$ cat config.mk
export PLATFORM = sky130hd
export DESIGN_NAME = int_sequencer
export DESIGN_NICKNAME = d
export VERILOG_FILES = /design/src/rtl/int_sequencer.sv
export SDC_FILE = /design/constraint.sdc
export NUM_CORES = 1
export LEC_CHECK = 0
export ABC_AREA = 1
export CAP_MARGIN = 0
export CORE_MARGIN = 2
export CORE_UTILIZATION = 43
export CTS_CLUSTER_SIZE = 40
export DETAILED_ROUTE_END_ITERATION = 8
export PLACE_DENSITY = 0.89
export SYNTH_ARGS = -nofsm -noshare
export SYNTH_HDL_FRONTEND = slang
export SYNTH_SLANG_ARGS = --single-unit
$ cat constraint.sdc
create_clock -name clk -period 1.7 [get_ports clk]
set_input_delay 0.255 -clock clk [delete_from_list [all_inputs] [get_ports clk]]
set_output_delay 0.255 -clock clk [all_outputs]
set_load 0.03 [all_outputs]
$ cat src/rtl/int_sequencer.sv
// Interrupt entry/return sequencer: drains the pipeline, pushes/pops the resume PC and redirects fetch.
// Optional build macro INT_NEST_EN enables nested interrupts with a 2-bit depth counter.
module int_sequencer #(
    parameter int              PC_W         = 32,
    parameter int              DRAIN_CYCLES = 3,
    parameter logic [PC_W-1:0] VECTOR_ADDR  = 32'h0000_0002
) (
    input  logic            clk,
    input  logic            reset,
    input  logic            int_req,
    input  logic            rti,
    input  logic [PC_W-1:0] pc_next,
    input  logic [15:0]     pop_data,
    output logic            stall_fetch,
    output logic            flush_fd,
    output logic            flush_de,
    output logic            push_req,
    output logic [15:0]     push_data,
    output logic            pop_req,
    output logic            pc_load,
    output logic [PC_W-1:0] pc_load_addr,
    output logic [1:0]      int_count,
    output logic            in_isr,
    output logic            busy
);

    localparam int CNT_W = (DRAIN_CYCLES > 1) ? $clog2(DRAIN_CYCLES) : 1;

    typedef enum logic [2:0] {
        IDLE, DRAIN, PUSH_HI, PUSH_LO, VECTOR, POP_LO, POP_HI, RESUME
    } seqState_e;

    seqState_e        state, nextState;
    logic [CNT_W-1:0] drainCnt;
    logic             intReqQ;
    logic             pending;
    logic [PC_W-1:0]  savePc;
    logic             inIsr;
    logic             entryOk;
    logic             intEdge;
    logic             rtiAccept;

    logic             stallQ, flushFdQ, pushReqQ, popReqQ, pcLoadQ, busyQ;
    logic [1:0]       intCountQ;
    logic [1:0]       nextCount;

`ifdef INT_NEST_EN
    logic [1:0] nestDepth;
    assign inIsr   = (nestDepth != 2'd0);
    assign entryOk = (nestDepth != 2'd3);
`else
    logic inIsrQ;
    assign inIsr   = inIsrQ;
    assign entryOk = !inIsrQ;
`endif

    assign intEdge   = int_req && !intReqQ;
    assign rtiAccept = (state == IDLE) && rti && inIsr;

    // An accepted RTI beats a pending interrupt; the interrupt stays pending.
    always_comb begin
        nextState = state;
        case (state)
            IDLE: begin
                if (rtiAccept)
                    nextState = POP_LO;
                else if (pending && entryOk)
                    nextState = DRAIN;
            end
            DRAIN:   if (drainCnt == '0) nextState = PUSH_HI;
            PUSH_HI: nextState = PUSH_LO;
            PUSH_LO: nextState = VECTOR;
            VECTOR:  nextState = IDLE;
            POP_LO:  nextState = POP_HI;
            POP_HI:  nextState = RESUME;
            RESUME:  nextState = IDLE;
            default: nextState = IDLE;
        endcase
    end

    always_comb begin
        nextCount = 2'd0;
        case (nextState)
            DRAIN:                           nextCount = 2'd1;
            PUSH_HI, PUSH_LO, POP_LO, POP_HI: nextCount = 2'd2;
            VECTOR, RESUME:                  nextCount = 2'd3;
            default:                         nextCount = 2'd0;
        endcase
    end

    always_ff @(posedge clk or negedge reset) begin
        if (!reset) begin
            state     <= IDLE;
            drainCnt  <= '0;
            intReqQ   <= 1'b0;
            pending   <= 1'b0;
            savePc    <= '0;
`ifdef INT_NEST_EN
            nestDepth <= 2'd0;
`else
            inIsrQ    <= 1'b0;
`endif
            stallQ    <= 1'b0;
            flushFdQ  <= 1'b0;
            pushReqQ  <= 1'b0;
            popReqQ   <= 1'b0;
            pcLoadQ   <= 1'b0;
            busyQ     <= 1'b0;
            intCountQ <= 2'd0;
        end else begin
            // NOTE: state and every flop here use non-blocking assignment so all of them see pre-edge values.
            state   <= nextState;
            intReqQ <= int_req;

            // A fresh edge wins over the VECTOR clear so it is not lost.
            if (intEdge)
                pending <= 1'b1;
            else if (state == VECTOR)
                pending <= 1'b0;

            if (state == IDLE && nextState == DRAIN)
                drainCnt <= CNT_W'(DRAIN_CYCLES - 1);
            else if (state == DRAIN && drainCnt != '0)
                drainCnt <= drainCnt - CNT_W'(1);

            case (state)
                DRAIN:   if (drainCnt == '0) savePc <= pc_next;
                POP_HI:  savePc[15:0] <= pop_data;
                RESUME:  savePc[PC_W-1:16] <= pop_data;
                default: ;
            endcase

`ifdef INT_NEST_EN
            if (state == VECTOR)
                nestDepth <= nestDepth + 2'd1;
            else if (state == RESUME)
                nestDepth <= nestDepth - 2'd1;
`else
            if (state == VECTOR)
                inIsrQ <= 1'b1;
            else if (state == RESUME)
                inIsrQ <= 1'b0;
`endif

            // Control outputs are registered from the next state so they match the state they decode.
            stallQ    <= (nextState != IDLE);
            busyQ     <= (nextState != IDLE);
            flushFdQ  <= (nextState == DRAIN);
            pushReqQ  <= (nextState == PUSH_HI) || (nextState == PUSH_LO);
            popReqQ   <= (nextState == POP_LO) || (nextState == POP_HI);
            pcLoadQ   <= (nextState == VECTOR) || (nextState == RESUME);
            intCountQ <= nextCount;
        end
    end

    // RESUME forwards the high half straight from the stack read port.
    always_comb begin
        push_data    = '0;
        pc_load_addr = '0;
        case (state)
            PUSH_HI: push_data    = savePc[PC_W-1:16];
            PUSH_LO: push_data    = savePc[15:0];
            VECTOR:  pc_load_addr = VECTOR_ADDR;
            RESUME:  pc_load_addr = {pop_data, savePc[15:0]};
            default: ;
        endcase
    end

    assign stall_fetch = stallQ;
    assign flush_fd    = flushFdQ || rtiAccept;
    assign flush_de    = rtiAccept;
    assign push_req    = pushReqQ;
    assign pop_req     = popReqQ;
    assign pc_load     = pcLoadQ;
    assign int_count   = intCountQ;
    assign in_isr      = inIsr;
    assign busy        = busyQ;

endmodule

==> summary.md <==
| Metric | Value |
|---|---|
| I/O Buffers | `around 110` |
| First-pass GRT wire length | `between 10 and 15 mm` |
| Number of synthesized register bits | `47` |
| Maximum number of pins on one net before global-route repair | `31` |
| Setup slack after layout | `-0.0953 ns` |
| Die boundary height | `82.9 um` |
| Sum of routed wire segments on met1 | `3.85 mm` |
| Vias in the first global route | `3086` |
| Avg WL per Cell | `16.7 um` |
| Largest cells by area after synthesis | `dfrtp_1 44%, nand2_1 22%, nand3_1 13%` |
| Power per standard cell area | `1460 nW/um^2` |
| Crit path largest cell delay | `0.41 ns` |
| Setup repair after global routing missed its margin | `yes` |
| Post-route ant nets | `0` |
| Overall track demand over capacity in global routing | `26.3%` |
| Critical path fanouts, max | `19` |
| Maximum level of the CTS H-tree | `2` |
| Reg-to-reg setup timing slack | `0.06 ns` |
| Category of the most critical setup path | `reg -> out` |
| DRC violations left | `0` |
| Type of the worst min-delay path | `in -> reg` |
| Destination of the worst register-to-register timing path | `savePc[29]` |
| Origin of the worst setup path | `state[1]` |
| Cells along the critical path | `buf_4 -> nand3_2 -> buf_12 -> o21ai_0 -> buf_4` |
| Share of the clock period used by the worst path after layout | `106%` |
| Startpoint Class | `flop` |
| Area after detailed placement | `3800 um^2` |
| Share of final-layout standard cells stronger than drive strength 1 | `26.4%` |
| Syn_nets | `455` |
| Relative area change from synthesis to final layout | `62.8%` |
| Register-to-Register Path Depth | `7` |
| Share of the synthesized area in the top cell type | `around 44%` |
| Time the final worst path needs with I/O delays and setup | `1.80 ns` |
| Cell area after synthesis | `2680 um^2` |
| Initial Util | `45.0%` |
| Reg-to-Reg Start | `state[2]` |
| Failing checks | `setup timing` |
| Cell chosen for the clock root | `clkbuf_8` |
| Achievable Freq | `0.557 GHz` |
| Reported max-cap violation count | `0` |
| Total number of yosys warnings | `0` |
| Number of antenna violations at the first check in global routing | `0` |
| Placeable core area | `5960 um^2` |
| Total non-filler cell area in the finished layout | `4360 um^2` |
| Required arrival time at the worst endpoint | `1.44 ns` |
| Top layer reached by signal wires | `met4` |
| Max-slew headroom at the worst pin | `63.7%` |
| Count of pins over their slew limit | `0` |
| Total length of routed met2 wires | `4.98 mm` |
| Kind of cell adding the most delay to the critical path | `buffers and inverters` |
| Inserted Diodes | `0` |
| Overflow left after global routing | `0` |
| Drt via density | `5.50` |
| Buf+Inv Stages, Crit Path | `3` |
| Master of the slowest instance on the critical path | `dfrtp_2` |
| CTS Sinks | `47` |
| Mean Syn Cell Area | `6.67 um^2` |
| Proportion of synthesized chip area in sequential cells | `a little over two fifths` |
| Detailed-placement wirelength estimate | `6.52 mm` |
| IR Drop Worst-Case VDD | `1.18 mV` |
| Clock Tree Buf Depth | `2` |
| Net count, final | `586` |
| Data arrival at the endpoint of the critical path | `between 1.5 and 2 ns` |
| Vias after detailed routing | `~3.4k` |
| Final Hold Vio Count | `0` |
| Number of buffers added by the clock tree synthesis step | `5` |
| Critical path endpoint category | `output pin` |
| Share of the core filled with cells | `73.3%` |
| Cell accounting for the most synthesized area | `dfrtp_1` |
| Die Outline Area | `6880 um^2` |
| Final-layout worst hold slack | `0.421 ns` |
| Clock tree from TritonCTS | `built` |
| Placer congestion estimate | `roughly 0.87` |
| I/O pin cnt | `110` |
| Result of the run | `complete, but fails checks` |
| Iteration-0 DRC Markers | `346` |
| Finish-stage setup viols | `24` |
| Number of standard-cell rows in the floorplan | `28` |
| Number of unique standard cell types used by synthesis | `18` |
| Cell with the most instances on the worst path | `buf_4` |
| Synthesized instance count | `about 400` |
| Horizontal die dimension | `82.9 um` |
| Stages on worst setup path | `5` |
| Total negative slack for setup checks | `-0.533 ns` |
| Detailed-router iteration count before antenna repair | `5` |
| Routed wire length on met3 | `about 860 um` |
| Wire length reported by the detailed router | `10.2 mm` |
| Reg clk slew, reported paths | `0.09 ns` |
| Leak pwr | `2.49 nW` |
| Clock skew | `about 0.0079 ns` |
| Tightest Pin Transition | `0.544 ns` |
| Clock latency at the later pin of the worst-skew pair | `0.30 ns` |
| Critical Path Sink | `push_data[9]` |
[sequential cells by signal (all words and copies together) (netlist names), 2 cells and up]
name	cells
int_count	2
state	3
savePc	32
drainCnt	2
[synth_stat cells, drive strengths merged]
cell    number
or2          1
dfrtp       47
clkinv       1
ha           1
nor2        26
o21ai       21
nand2      162
buf         16
clkbuf       7
a21oi        1
nand3       73
inv         46
[timing repair]
item / 4_1_cts / 5_1_grt
setup endpoints to repair: 46 / 50
resized for setup: 35 / 54
buffers inserted: 5 / 11
pin swaps: 1 / 0
cloned: 1 / 2
hold endpoints to repair: 23 / 0
hold buffers: 1 / 0
[logic make-up after synthesis]
logic type	Yosys count	synth area share (%)
flip-flops	47	43.9
AND/OR/NAND/NOR	262	40.8
buffers and inverters	70	10.8
adder cells (fa/ha/maj)	1	0.467
AO/OA/AOI/OAI	22	4.11
[cells in the final DEF, fill, tap and decap left out, drive strengths merged]
| master | netlist | final |
|---|---|---|
| nand2 | 162 | 162 |
| buf | 16 | 85 |
| nand3 | 73 | 73 |
| clkdlybuf4s50 | 0 | 58 |
| dfrtp | 47 | 47 |
| inv | 46 | 46 |
| nor2 | 26 | 26 |
| o21ai | 21 | 21 |
| clkbuf | 7 | 9 |
| clkinv | 1 | 2 |
| a21oi | 1 | 1 |
| or2 | 1 | 1 |
| ha | 1 | 1 |
| bufbuf | 0 | 1 |
| dlygate4sd3 | 0 | 1 |
[through the flow]
| step | cells | setup slack [ns] | total power [mW] |
|---|---|---|---|
| after floorplan | 402 | -0.101 | 3.85 |
| after global placement | 581 | 0.217 | 4.94 |
| after detailed placement | 581 | 0.170 | 5.04 |
| after CTS | 596 | -0.0116 | 5.94 |
| after global routing | 609 | -0.103 | 6.75 |
| final | 609 | -0.0953 | 6.38 |
[metal layers]
metal  up-vias  track usage, %
met2       247            45.5
met5         -               0
li1       1503               -
met4         0            10.9
met1      1543            32.7
met3        57            3.88
[worst reg2reg max path: cells and delay by family (launching register included)]
family / cells / cell delay, ns
and+or+nand+nor: 5 / 0.88
DFF: 1 / 0.41
buffers and inverters: 2 / 0.28
[area by class of cell]
type,count,area (um^2)
fillers,434,1590
repair buffers,147,1460
inverters,47,181
clock buffers,7,76.3
flip-flops and latches,47,1180
clock inverters,1,5.00
multi-input cells,285,1370
well taps,75,93.8
[worst min-delay path by stage]
stage / startpoint / end / slack [ns] / cells past startpoint
2_1_floorplan: reset / busy / -0.04 / 0
3_3_place_gp: reset / savePc[1] / 0.27 / 1
3_5_place_dp: reset / savePc[1] / 0.28 / 1
4_1_cts: int_req / intReqQ / 0.42 / 1
5_1_grt: int_req / intReqQ / 0.43 / 1
6_report: int_req / intReqQ / 0.42 / 1
[where the power goes]
part	switching (mW)	internal, mW
combinational	2.20	1.51
sequential	0.357	1.65
clock	0.370	0.290
Note: power is estimated with default switching activity, not from simulation.
